===== src/rtl/sync_fifo_pkg.sv =====
// Shared types, default parameters and sizing helpers for param_sync_fifo and its bench.
package sync_fifo_pkg;

  localparam int DEF_WIDTH    = 8;
  localparam int DEF_DEPTH    = 16;
  localparam int DEF_AF_LEVEL = 12;
  localparam int DEF_AE_LEVEL = 4;

  typedef struct packed {
    logic overflow;
    logic underflow;
  } fifo_err_t;

  // The occupancy counter has to represent DEPTH itself, not just DEPTH-1.
  function automatic int clog2_cnt(input int depth);
    return $clog2(depth + 1);
  endfunction

endpackage


===== src/rtl/sync_fifo_ram.sv =====
// Simple dual-port storage for param_sync_fifo: synchronous write port, with a registered
// read port by default or a combinational read port when SYNC_FIFO_FWFT_EN is defined.
module sync_fifo_ram #(
  parameter int WIDTH = 8,
  parameter int DEPTH = 16,
  localparam int AW   = $clog2(DEPTH)
) (
  input  logic             clk,
  input  logic             rst,
  input  logic             we,
  input  logic [AW-1:0]    waddr,
  input  logic [WIDTH-1:0] wdata,
  input  logic             re,
  input  logic [AW-1:0]    raddr,
  output logic [WIDTH-1:0] rdata
);

  logic [WIDTH-1:0] mem [DEPTH];

  always_ff @(posedge clk) begin
    if (we) mem[waddr] <= wdata;
  end

`ifdef SYNC_FIFO_FWFT_EN
  // Head word is presented directly; rst and re have no role in this mode.
  logic unused_rd;
  assign unused_rd = ^{rst, re};
  assign rdata     = mem[raddr];
`else
  always_ff @(posedge clk) begin
    if (rst)     rdata <= '0;
    else if (re) rdata <= mem[raddr];
  end
`endif

endmodule


===== src/rtl/param_sync_fifo.sv =====
// Parametrised single-clock FIFO with handshake, level flags and error pulses.
// Define SYNC_FIFO_FWFT_EN for first-word-fall-through reads; default is 1-cycle read latency.
module param_sync_fifo
  import sync_fifo_pkg::*;
#(
  parameter int WIDTH    = DEF_WIDTH,
  parameter int DEPTH    = DEF_DEPTH,
  parameter int AF_LEVEL = DEF_AF_LEVEL,
  parameter int AE_LEVEL = DEF_AE_LEVEL,
  localparam int CW      = clog2_cnt(DEPTH)
) (
  input  logic             clk,
  input  logic             rst,
  input  logic             wr_en,
  input  logic [WIDTH-1:0] wr_data,
  input  logic             rd_en,
  output logic [WIDTH-1:0] rd_data,
  output logic             rd_valid,
  output logic             full,
  output logic             empty,
  output logic             almost_full,
  output logic             almost_empty,
  output logic [CW-1:0]    count,
  output logic             overflow,
  output logic             underflow
);

  localparam int AW = $clog2(DEPTH);
  localparam int PW = AW + 1;

  if (DEPTH < 2 || (DEPTH & (DEPTH - 1)) != 0) begin : g_depth_chk
    $error("param_sync_fifo: DEPTH must be a power of 2 and >= 2");
  end
  if (AF_LEVEL < 1 || AF_LEVEL > DEPTH) begin : g_af_chk
    $error("param_sync_fifo: AF_LEVEL must be in 1..DEPTH");
  end
  if (AE_LEVEL < 0 || AE_LEVEL > DEPTH - 1) begin : g_ae_chk
    $error("param_sync_fifo: AE_LEVEL must be in 0..DEPTH-1");
  end

  logic [PW-1:0] wr_ptr, rd_ptr, wr_ptr_n, rd_ptr_n;
  logic [CW-1:0] count_n;
  logic          wr_acc, rd_acc;
  fifo_err_t     err_q, err_n;

  // Acceptance and error decisions look only at the registered (pre-edge) flags.
  always_comb begin
    wr_acc          = wr_en & ~full;
    rd_acc          = rd_en & ~empty;
    wr_ptr_n        = wr_ptr + PW'(wr_acc);
    rd_ptr_n        = rd_ptr + PW'(rd_acc);
    count_n         = count + CW'(wr_acc) - CW'(rd_acc);
    err_n.overflow  = wr_en & full;
    err_n.underflow = rd_en & empty;
  end

  // Pointer/flag register stage; the pointer MSB is the lap bit that separates full from empty.
  always_ff @(posedge clk) begin
    if (rst) begin
      wr_ptr       <= '0;
      rd_ptr       <= '0;
      count        <= '0;
      full         <= 1'b0;
      empty        <= 1'b1;
      almost_full  <= 1'b0;
      almost_empty <= 1'b1;
      err_q        <= '0;
    end else begin
      wr_ptr       <= wr_ptr_n;
      rd_ptr       <= rd_ptr_n;
      count        <= count_n;
      full         <= (wr_ptr_n[AW-1:0] == rd_ptr_n[AW-1:0]) && (wr_ptr_n[AW] != rd_ptr_n[AW]);
      empty        <= (wr_ptr_n == rd_ptr_n);
      almost_full  <= (count_n >= CW'(AF_LEVEL));
      almost_empty <= (count_n <= CW'(AE_LEVEL));
      err_q        <= err_n;
    end
  end

  assign overflow  = err_q.overflow;
  assign underflow = err_q.underflow;

  sync_fifo_ram #(
    .WIDTH (WIDTH),
    .DEPTH (DEPTH)
  ) u_ram (
    .clk   (clk),
    .rst   (rst),
    .we    (wr_acc & ~rst),
    .waddr (wr_ptr[AW-1:0]),
    .wdata (wr_data),
    .re    (rd_acc & ~rst),
    .raddr (rd_ptr[AW-1:0]),
    .rdata (rd_data)
  );

`ifdef SYNC_FIFO_FWFT_EN
  assign rd_valid = ~empty;
`else
  // Read-valid stage, aligned with the registered RAM output.
  always_ff @(posedge clk) begin
    if (rst) rd_valid <= 1'b0;
    else     rd_valid <= rd_acc;
  end
`endif

endmodule

===== config.mk =====
export PLATFORM = sky130hd
export DESIGN_NAME = param_sync_fifo
export DESIGN_NICKNAME = d
export VERILOG_FILES = /design/src/rtl/sync_fifo_pkg.sv /design/src/rtl/sync_fifo_ram.sv /design/src/rtl/param_sync_fifo.sv
export SDC_FILE = /design/constraint.sdc
export NUM_CORES = 1
export LEC_CHECK = 0
export CAP_MARGIN = 20
export CORE_MARGIN = 1
export CORE_UTILIZATION = 64
export CTS_CLUSTER_DIAMETER = 120
export DETAILED_ROUTE_END_ITERATION = 10
export PLACE_DENSITY = 0.93
export SETUP_SLACK_MARGIN = 0.3
export SYNTH_ARGS = -nofsm -noshare
export SYNTH_HDL_FRONTEND = slang
export SYNTH_HIERARCHICAL = 1
export SYNTH_SLANG_ARGS = --single-unit

===== constraint.sdc =====
create_clock -name clk -period 7.8 [get_ports clk]
set_input_delay 1.56 -clock clk [delete_from_list [all_inputs] [get_ports clk]]
set_output_delay 1.56 -clock clk [all_outputs]
set_load 0.005 [all_outputs]

Word-level counts from Yosys, hierarchy flattened. Memories as Yosys holds them, arrays and structs flattened. A register that Yosys moved wholly into a read port is not among the register bits. Cells that the tools add are included. Widths: inputs -> output; s select.

Equal/unequal tests: 3. Reductions and logical operators: 1. Divide/modulo/power cells: 0. Magnitude comparators: 2. Add/subtract/negate cells: 4. Shifts and indexed selects: 0. Muxes and demuxes: 2. $mul: 0. Bitwise operators: 9.

Operators with widths (number): $add 5x1->5 (3); $and 1x1->1 (6); $eq 5x5->1 (1); $ge 5x4->1 const B (1); $le 5x3->1 const B (1); $sub 5x1->5 (1); $eq 4x4->1 (1); $not 1->1 (3); $mux 1 (2); $logic_and 1x1->1 (1); $ne 1x1->1 (1).

Output and inout port bits: 20. Logic and storage cells: 32. Bits in read-only memories: 0. Memory bits (writable): 128. Input bits: 12. Bits in latches: 0. Bits in registers: 22. Memories: 1.

Memory list: u_ram.mem (depth 16, width 8, read ports 1, clocked after Yosys merged registers in 1, wr ports 1, line sync_fifo_ram.sv:18) `logic [WIDTH-1:0] mem [DEPTH];`.

Logic depth before layout (Yosys ltp). Gate-level depths: netlist of the first run.

Depth in word-level cells: 5. Gate-level depth with buffers: 10. Depth with buffers taken out: 9.

Modules after synthesis. Netlist of the first run, hierarchy kept.

Modules (own cells, without submodules): sync_fifo_ram (area an instance 5343.9 um^2, times used 1, cells an instance 316); param_sync_fifo (area an instance 1047.3 um^2, times used 1, cells an instance 101).

Worst setup path after synthesis of the first run. No wires, ideal clock.

Path type: input port to flip-flop. From: input rst. To: memory u_ram.mem[0][0], enable pin. Slack: 4.152 ns. Cell stages on the path: 5. Required time: 7.417 ns. Arrival: 3.265 ns. Cell sequence: clkbuf_1 -> clkbuf_1 -> nor2_1 -> or3b_2 -> nor3_1.

Word-level cells in the longest chain between the ends: 4.

Ends and longest elaborated chain: start, declared (line param_sync_fifo.sv:13) `input logic rst,`; $not 1->1 (line param_sync_fifo.sv:89) `.we (wr_acc & ~rst),`; $and 1x1->1 (line param_sync_fifo.sv:89); $mux 1 (line sync_fifo_ram.sv:21) `if (we) mem[waddr] <= wdata;`; $mux 1 (not written as such) (line sync_fifo_ram.sv:21); end, declared (line sync_fifo_ram.sv:18).

Every way passes these cells.

Worst setup path in the final report of the first run.
From: input rst. To: memory u_ram.mem[1][2], enable pin.

Same word-level chain as after synthesis.

==> results.py, run 1 <==
metrics = {
    "power": {
        "leakagePower_nw": 2.423,
        "switching_power_w": 0.0004752,
        "power_w": 0.002021,
        "ir_drop_mv": 0.2322,
        "internal_power_w": 0.001546,
        "swShare_pct": 23.51,
        "power_frac_comb_pct": 11.6,
        "seqPwrFrac_pct": 47.6,
        "clkPwrFrac_pct": 40.8,
        "p_per_area_mw_per_mm2": 274.1,
    },
    "setup_path": {
        "path_class": "in2reg",
        "cp-start-kind": "input port",
        "max_stage_delay_ps": 790,
        "path_max_fanout": 22,
        "crit_chain": "clkdlybuf4s50_1, nor2_1, or3b_2, nor2_1",
        "path_buf_inv": 1,
        "required_ps": 7960,
        "cp-end-kind": "flip-flop",
        "crit_family": "simple AND/OR/NAND/NOR gates",
        "slowest_stage": "clkdlybuf4s50_1",
        "cp_common_cell": "nor2_1",
        "crit_arrival_ps": 3970,
    },
    "route": {
        "drtIter0Drc": 396,
        "detail_route.wl_per_cell_um": 21.21,
        "wl_um": 12770,
        "detail-route-antenna-nets": 0,
        "via_per_inst": 6.174,
        "remaining_drc_errors": 0,
        "firstDrtPassIters": 5,
        "vias": 3717,
    },
    "sta": {
        "slew_headroom_pct": 31.91,
        "finalCritPeriodShare_pct": 48.85,
        "final-max-slew-violation-count": 0,
        "rsz0062_at_grt": "false",
        "tightest_slew_ps": 1014,
        "max_freq_mhz": 262.5,
        "fin_crit_ps": 3810,
        "timing.final.hold_violations": 0,
        "skew_ps": 9.065,
        "setup_violations": 0,
        "setup_tns_ps": 0,
    },
    "floorplanning": {
        "dieWidth_um": 101.9,
        "dieArea_mm2": 0.01039,
        "coreArea_mm2": 0.009729,
        "ios": 32,
        "rows": 36,
        "initial_utilization_pct": 65.69,
        "die_y_um": 101.9,
    },
    "yosys": {
        "synth_top_area_share_pct": 60.14,
        "ys_seq_elements": 158,
        "ys.warnings.count": 6,
        "syn-cell-area_mm2": 0.006391,
        "avgSynthCellArea_um2": 15.33,
        "synth.area.top_cells": "edfxtp_1 (60%), mux2i_1 (10%), dfxtp_1 (9.4%)",
        "syn_nets": 437,
        "yosysSeqAreaShare_pct": 69.54,
        "synthDistinctLibCells": 41,
        "synth_top_area_cell": "edfxtp_1",
        "synthCells": 417,
    },
    "cells_and_area": {
        "antennaDiodeCount": 0,
        "syn2layout_area_growth_pct": 15.39,
        "fin_cells": 602,
        "postLayoutCellArea_mm2": 0.007375,
        "nets": 476,
        "drive_above_1_share_pct": 10.45,
        "fillers": 577,
    },
    "clock_tree": {
        "clock_sinks": 158,
        "ctsResizeCount": 0,
        "clk_pin_slew_worst_paths_ps": 60,
        "hold_buffers": 0,
        "clk_latency_ps": 530,
        "cts_tree": "built",
        "cts-root-buf": "clkbuf_8",
        "ctsLongestPathBuffers": 2,
        "post_cts_buffers": 0,
        "htree_levels": 4,
        "numCtsBuffers": 17,
    },
    "grt": {
        "antenna_found_initial": 0,
        "grt_max_degree": 68,
        "grt-ovfl-total": 0,
        "grt_pass1_vias": 3695,
        "track_usage_pct": 26.61,
        "grt_first_pass_wirelength_um": 19550,
    },
    "hold_path": {
        "hold_path.class": "reg2reg",
    },
    "place": {
        "gp_congestion": 0.7886,
        "post-place-cells": 564,
        "port_buffers": 31,
        "dpl.hpwl_um": 7886,
        "post_dp_cell_area_mm2": 0.006710,
    },
    "run": {
        "maxCapViolations": 0,
    },
    "status": {
        "status": "finished, final reports clean",
    },
}
## cells by family after synthesis
group / after synthesis / share of synthesized area (%)
DFF: 158 / 69.54
xor gates and xnor gates: 17 / 2.897
AOI/OAI and AO/OA: 41 / 4.483
buffers and inverters: 26 / 3.054
muxes: 64 / 10.02
and+or+nand+nor: 103 / 8.320
adders and majority gates: 8 / 1.684
## worst paths after layout
check	endpoint	start	cells past startpoint	slack [ps]
max	u_ram/mem[1][2]$_DFFE_PP_	rst	4	3990
min reg2reg	u_ram/rdata[7]$_SDFFE_PP0P_	u_ram/rdata[7]$_SDFFE_PP0P_	2	460
min	u_ram/rdata[7]$_SDFFE_PP0P_	u_ram/rdata[7]$_SDFFE_PP0P_	2	460
max reg2reg	u_ram/mem[1][2]$_DFFE_PP_	full$_SDFF_PP0_	4	5440
## cell type report
type | count | area, µm² | share of cell area [%]
well taps | 133 | 166.4 | 2.257
inverters | 9 | 33.78 | 0.4581
flip-flops and latches | 158 | 4448 | 60.32
clock inverters | 15 | 183.9 | 2.494
multi-input cells | 233 | 1752 | 23.75
repair buffers | 37 | 376.6 | 5.107
clock buffers | 17 | 414.1 | 5.616
## Yosys cell counts
cell	instances
o21ai_0	1
or3b_2	1
mux2i_1	64
nor2_1	25
buf_2	7
and2_2	3
xor2_2	1
buf_8	3
fa_1	1
o21a_1	2
a41o_1	1
nor2b_4	1
buf_12	2
nand2b_1	4
xnor3_1	1
or3_1	1
a22oi_1	24
nor4b_2	1
xor2_1	6
and2_1	1
ha_1	7
nor2b_1	6
nand3_1	29
dfxtp_1	30
xnor3_2	1
o31ai_1	1
clkbuf_1	2
inv_1	9
edfxtp_1	128
and4_4	1
nand2_1	18
and3_2	1
buf_6	3
nor3b_2	1
o32ai_1	1
and3_1	1
xnor2_1	8
nor3_1	6
a21oi_1	9
a21o_1	2
nand3b_1	3
## metrics by stage
step / utilization, % / hold WS [ps] / setup slack (ps)
floorplan: - / 450.0 / 4152
global placement: 68.97 / 437.2 / 3490
detailed placement: 68.97 / 442.3 / 3284
CTS: 75.12 / 457.5 / 3812
global route: 75.80 / 490.2 / 3854
finish: 75.80 / 457.1 / 3990
## sequential cells by signal, indices dropped and copies added, names as in the netlist, 5 cells and up
signal / count
rd_ptr: 5
u_ram/mem: 128
count: 5
u_ram/rdata: 8
wr_ptr: 5
## worst reg2reg max path, stage by stage (launching register included)
cell	delay [ps]
dfxtp_1	320
nand2b_1	210
nor2_1	260
or3b_2	550
nor2_1	650
## layout by cell type, fill, tap and decap left out, types with 4 or more instances in the layout
cell type / netlist / layout
clkdlybuf4s50_1: 0 / 31
nand2b_1: 4 / 4
a21oi_1: 9 / 9
xnor2_1: 8 / 8
xor2_1: 6 / 6
ha_1: 7 / 7
inv_6: 0 / 6
nor3_1: 6 / 6
nor2b_1: 6 / 6
a22oi_1: 24 / 24
nand2_1: 18 / 18
edfxtp_1: 128 / 128
clkbuf_16: 0 / 16
dfxtp_1: 30 / 29
nor2_1: 25 / 25
mux2i_1: 64 / 64
nand3_1: 29 / 29
inv_1: 9 / 9
## metal layers
layer  vias to the layer above  share of wire, %  global-route usage, %
li1                       1655                 -                      -
met1                      1813                39                  34.11
met2                       220                50                  43.66
met4                         0               2.4                  11.76
met5                         -                 0                      0
met3                        29               8.6                  6.430
## power groups by stage
stage               sequential, W  clock, W  combinational, W
floorplan                0.000976         0          0.000140
detailed placement       0.000979         0          0.000226
global route             0.000965  0.000869          0.000255
CTS                      0.000962  0.000835          0.000230
finish                   0.000962  0.000825          0.000234
global placement         0.000977         0          0.000216
Note: power is estimated with default switching activity, not from simulation.
==> run 2, diff against run 1 <==
--- a/config.mk
+++ b/config.mk
@@ -7,10 +7,10 @@
 export LEC_CHECK = 0
 export CAP_MARGIN = 20
 export CORE_MARGIN = 1
-export CORE_UTILIZATION = 64
+export CORE_UTILIZATION = 54
 export CTS_CLUSTER_DIAMETER = 120
 export DETAILED_ROUTE_END_ITERATION = 10
-export PLACE_DENSITY = 0.93
+export PLACE_DENSITY = 0.85
 export SETUP_SLACK_MARGIN = 0.3
 export SYNTH_ARGS = -nofsm -noshare
 export SYNTH_HDL_FRONTEND = slang
==> constraint.sdc (replaced) <==
create_clock -name clk -period 3.05 [get_ports clk]
set_input_delay 0.61 -clock clk [delete_from_list [all_inputs] [get_ports clk]]
set_output_delay 0.61 -clock clk [all_outputs]
set_load 0.005 [all_outputs]
==> run 2 against run 1 <==
Effect of this change:
- register-to-register slack worse by 4500 ps
- critical path type unchanged
- critical endpoint is now almost_empty$_SDFF_PP1_
- final cell count increased by 4.7%
- first-iteration DRC count decreased by 11%
- worst setup slack worse by 3300 ps
- non-clock buffer count is 18 higher
==> results.py, run 2 (same netlist as run 1, synthesis figures left out) <==
metrics = {
    "cells_and_area": {
        "nets": 494,
        "postLayoutCellArea_mm2": 0.007467,
        "layout_common_cells": "edfxtp_1 (128), mux2i_1 (64), clkdlybuf4s50_1 (31)",
        "top_regs": "u_ram/mem (128), u_ram/rdata (8)",
        "antennaDiodeCount": 0,
        "top_register": "u_ram/mem",
        "fillers": 760,
        "drive_above_1_share_pct": 13.96,
        "largest_reg_flops": 128,
        "syn2layout_area_growth_pct": 16.84,
        "final_common_cell": "edfxtp_1",
    },
    "setup_path": {
        "path_class": "in2reg",
        "path_max_fanout": 4,
        "cp-start-kind": "input port",
        "required_ps": 3360,
        "crit_arrival_ps": 2650,
        "cp-end-kind": "flip-flop",
    },
    "clock_tree": {
        "clk_latency_ps": 420,
        "cts-root-buf": "clkbuf_16",
        "htree_levels": 4,
        "post_cts_buffers": 0,
        "numCtsBuffers": 17,
        "clock_sinks": 158,
        "hold_buffers": 0,
        "ctsLongestPathBuffers": 2,
        "cts_tree": "built",
        "clk_pin_slew_worst_paths_ps": 60,
        "ctsResizeCount": 0,
    },
    "sta": {
        "final-max-slew-violation-count": 0,
        "fin_crit_ps": 2337,
        "finalCritPeriodShare_pct": 76.62,
        "rsz0062_at_grt": "false",
        "max_freq_mhz": 427.9,
        "setup_tns_ps": 0,
        "skew_ps": 9.448,
        "timing.final.hold_violations": 0,
        "tightest_slew_ps": 736.6,
        "slew_headroom_pct": 50.71,
        "setup_violations": 0,
    },
    "route": {
        "drtIter0Drc": 353,
        "detail-route-antenna-nets": 0,
        "via_per_inst": 5.870,
        "wl_um": 12990,
        "firstDrtPassIters": 5,
        "remaining_drc_errors": 0,
        "vias": 3698,
        "detail_route.wl_per_cell_um": 20.62,
    },
    "floorplanning": {
        "dieArea_mm2": 0.01227,
        "coreArea_mm2": 0.01147,
        "dieWidth_um": 110.8,
        "initial_utilization_pct": 55.73,
        "rows": 39,
        "die_y_um": 110.8,
        "ios": 32,
    },
    "place": {
        "dpl.hpwl_um": 8125,
        "port_buffers": 31,
        "post_dp_cell_area_mm2": 0.006903,
        "gp_congestion": 0.7896,
    },
    "status": {
        "status": "finished, final reports clean",
    },
    "grt": {
        "grt_first_pass_wirelength_um": 20520,
        "grt_pass1_vias": 3842,
        "track_usage_pct": 22.42,
        "grt-ovfl-total": 0,
        "grt_max_degree": 44,
        "antenna_found_initial": 0,
    },
    "run": {
        "maxCapViolations": 0,
    },
    "power": {
        "p_per_area_mw_per_mm2": 678.6,
        "leakagePower_nw": 2.497,
        "ir_drop_mv": 0.4631,
    },
    "hold_path": {
        "hold_path.class": "reg2reg",
    },
}
==> run 2: metal layers <==
metal	routed length (µm)	share of wire (%)	GRT usage [%]	up-vias
met4	331	2.5	9.244	0
met2	6648	51	38.80	147
met5	0	0	0	-
met3	883	6.8	4.921	24
met1	5127	39	27.19	1845
li1	-	-	-	1682
==> run 2: cell type report <==
class	count	area [µm²]	area share [%]
clock buffers	19	452.9	6.066
clock inverters	13	111.4	1.491
inverters	9	33.78	0.4524
multi-input cells	233	1752	23.46
flip-flops and latches	158	4448	59.57
well taps	143	178.9	2.396
repair buffers	55	490.5	6.568
==> run 2: report_power, final <==
group	switching [W]	internal, W	leakage, nW
clock	0.000829	0.00116	0.272
combinational	0.000319	0.000298	0.826
sequential	0.0000574	0.00240	1.40
==> run 2: through the flow <==
step / power, W / instances / setup WS [ps] / hold slack [ps] / utilization [%]
2_1_floorplan: 0.002855 / 417 / 352.0 / 450.0 / -
3_3_place_gp: 0.003056 / 598 / 378.3 / 438.3 / 60.20
3_5_place_dp: 0.003108 / 598 / 254.8 / 445.6 / 60.20
4_1_cts: 0.005079 / 630 / 703.6 / 459.9 / 65.12
5_1_grt: 0.005238 / 630 / 581.6 / 495.4 / 65.12
6_report: 0.005067 / 630 / 713.0 / 456.2 / 65.12
==> run 2: worst max-delay path: stages <==
cell             delay (ps)
clkdlybuf4s50_1         470
nand2b_1                120
xnor2_1                 190
ha_1                    180
inv_1                    50
fa_1                    400
nor2b_1                 130
o21a_1                  170
o21ai_0                 100
a41o_1                  230
==> run 2: path summary, 6_finish.rpt <==
path	from	to	slack [ps]	cells past startpoint
worst max-delay path	wr_en	almost_empty$_SDFF_PP1_	710	10
worst min-delay path	u_ram/rdata[4]$_SDFFE_PP0P_	u_ram/rdata[4]$_SDFFE_PP0P_	460	2
worst max register to register	full$_SDFF_PP0_	almost_empty$_SDFF_PP1_	970	9
worst min register to register	u_ram/rdata[4]$_SDFFE_PP0P_	u_ram/rdata[4]$_SDFFE_PP0P_	460	2
==> run 3, diff against run 2 <==
--- a/config.mk
+++ b/config.mk
@@ -7,10 +7,10 @@
 export LEC_CHECK = 0
 export CAP_MARGIN = 20
 export CORE_MARGIN = 1
-export CORE_UTILIZATION = 54
+export CORE_UTILIZATION = 59
 export CTS_CLUSTER_DIAMETER = 120
 export DETAILED_ROUTE_END_ITERATION = 10
-export PLACE_DENSITY = 0.85
+export PLACE_DENSITY = 0.87
 export SETUP_SLACK_MARGIN = 0.3
 export SYNTH_ARGS = -nofsm -noshare
 export SYNTH_HDL_FRONTEND = slang
==> constraint.sdc (replaced) <==
create_clock -name clk -period 2.35 [get_ports clk]
set_input_delay 0.47 -clock clk [delete_from_list [all_inputs] [get_ports clk]]
set_output_delay 0.47 -clock clk [all_outputs]
set_load 0.005 [all_outputs]
==> run 3 against run 2 <==
Effect of this change:
- count of clock-buffer cells in the layout is 1 lower
- clock power grew 33%
- first-iteration DRC count down 26%
- critical path depth did not move
- clock skew down 2.8 ps
- largest power group unchanged
==> results.py, run 3 (same netlist as run 1, synthesis figures left out) <==
metrics = {
    "setup_path": {
        "reg2reg_to": "almost_full$_SDFF_PP0_",
        "path_max_fanout": 4,
        "cp-start-kind": "flip-flop",
        "crit_start": "empty$_SDFF_PP1_",
        "path_class": "reg2reg",
        "cp-end-kind": "flip-flop",
        "required_ps": 2750,
        "reg2reg_depth": 10,
        "ff2ff_setup_slack_ps": 350,
        "r2r_start": "empty$_SDFF_PP1_",
        "crit_arrival_ps": 2400,
    },
    "sta": {
        "slew_headroom_pct": 47.51,
        "rsz0062_at_grt": "true",
        "setup_violations": 0,
        "final-max-slew-violation-count": 0,
        "finalCritPeriodShare_pct": 85.06,
        "skew_ps": 6.652,
        "max_freq_mhz": 500.3,
        "setup_tns_ps": 0,
        "timing.final.hold_violations": 0,
        "fin_crit_ps": 1999,
        "tightest_slew_ps": 784.9,
    },
    "place": {
        "gp_congestion": 0.7915,
        "port_buffers": 31,
        "dpl.hpwl_um": 8091,
        "post-place-cells": 598,
    },
    "hold_path": {
        "min_to": "underflow$_SDFF_PP0_",
        "hold_path.class": "in2reg",
        "hp-start": "rd_en",
        "hold_depth": 2,
    },
    "status": {
        "status": "finished, final reports clean",
    },
    "run": {
        "maxCapViolations": 0,
    },
    "route": {
        "drtIter0Drc": 260,
        "vias": 3737,
        "detail-route-antenna-nets": 0,
        "detail_route.wl_per_cell_um": 20.94,
        "firstDrtPassIters": 5,
        "remaining_drc_errors": 0,
        "via_per_inst": 5.913,
        "wl_um": 13230,
    },
    "grt": {
        "grt-ovfl-total": 0,
        "grt_max_degree": 32,
        "grt_pass1_vias": 3915,
        "grt_first_pass_wirelength_um": 20320,
        "track_usage_pct": 25.25,
        "antenna_found_initial": 0,
    },
    "clock_tree": {
        "clk_latency_ps": 530,
        "hold_buffers": 0,
        "clk_pin_slew_worst_paths_ps": 60,
        "cts-root-buf": "clkbuf_8",
        "clock_sinks": 158,
        "ctsLongestPathBuffers": 2,
        "cts_tree": "built",
        "htree_levels": 4,
        "numCtsBuffers": 17,
    },
    "power": {
        "leakagePower_nw": 2.599,
        "ir_drop_mv": 0.9130,
        "p_per_area_mw_per_mm2": 874.9,
    },
    "cells_and_area": {
        "final_common_cell": "edfxtp_1",
        "drive_above_1_share_pct": 19.76,
        "fin_cells": 632,
        "syn2layout_area_growth_pct": 20.61,
        "antennaDiodeCount": 0,
        "layout_common_cells": "edfxtp_1 (128), mux2i_1 (64), nand3_1 (29), clkdlybuf4s50_1 (29), buf_4 (28)",
        "top_regs": "u_ram/mem (128), u_ram/rdata (8)",
        "top_register": "u_ram/mem",
        "largest_reg_flops": 128,
        "nets": 503,
    },
    "floorplanning": {
        "ios": 32,
        "die_y_um": 106.1,
        "initial_utilization_pct": 61.36,
        "rows": 37,
        "dieArea_mm2": 0.01125,
        "coreArea_mm2": 0.01042,
        "dieWidth_um": 106.1,
    },
}
run 3: through the flow:
step           hold WS (ps)  instance area [µm²]  worst slack (ps)  utilization, %  total power (W)
2_1_floorplan         450.0                 6446             251.7               -         0.003719
3_3_place_gp          444.5                 7053            -143.8           67.71         0.003992
3_5_place_dp          458.9                 7053            -262.6           67.71         0.004046
4_1_cts               488.1                 7629             294.6           73.24         0.006679
5_1_grt               247.6                 7709             247.9           74.01         0.006965
6_report              241.2                 7709             351.2           74.01         0.006744
run 3: worst max-delay path by stage:
| stage | end | slack [ps] | depth (start not counted) |
|---|---|---|---|
| after floorplan | almost_empty$_SDFF_PP1_ | 250 | 10 |
| after global placement | almost_empty$_SDFF_PP1_ | -140 | 10 |
| after detailed placement | almost_full$_SDFF_PP0_ | -260 | 10 |
| after CTS | almost_full$_SDFF_PP0_ | 290 | 9 |
| after global routing | full$_SDFF_PP0_ | 250 | 9 |
| final | almost_full$_SDFF_PP0_ | 350 | 10 |
run 3: worst max-delay path, cell delays in order (launching register included):
cell     delay, ps
dfxtp_2        340
nor2b_4        140
xnor2_2        130
ha_2           200
inv_2           40
fa_2           350
nor2b_2        120
o21a_1         190
buf_4          130
o21a_1         150
o32ai_2         90
run 3: area by class of cell:
class / count / area, µm²
clock buffers: 18 / 417.9
clock inverters: 14 / 157.7
fillers: 625 / 2708
inverters: 9 / 33.78
multi-input cells: 233 / 1853
flip-flops and latches: 158 / 4451
well taps: 136 / 170.2
repair buffers: 64 / 625.6
run 3: layer usage:
metal / global-route usage, % / part of all wire [%]
met1: 29.62 / 36
met2: 43.74 / 53
met4: 11.61 / 2.7
met5: 0 / 0
met3: 6.376 / 8.0
run 3: what timing repair did:
item / CTS / global route
gates resized for setup: 0 / 14
pin swaps: 0 / 7
setup endpoints to repair: 1 / 5
buffers inserted: 0 / 2
run 3: report_power, final:
group	total (W)	switching [W]	internal [W]
clock	0.00264	0.00111	0.00153
sequential	0.00320	0.0000796	0.00312
combinational	0.000905	0.000446	0.000459
total	0.00674	0.00164	0.00511
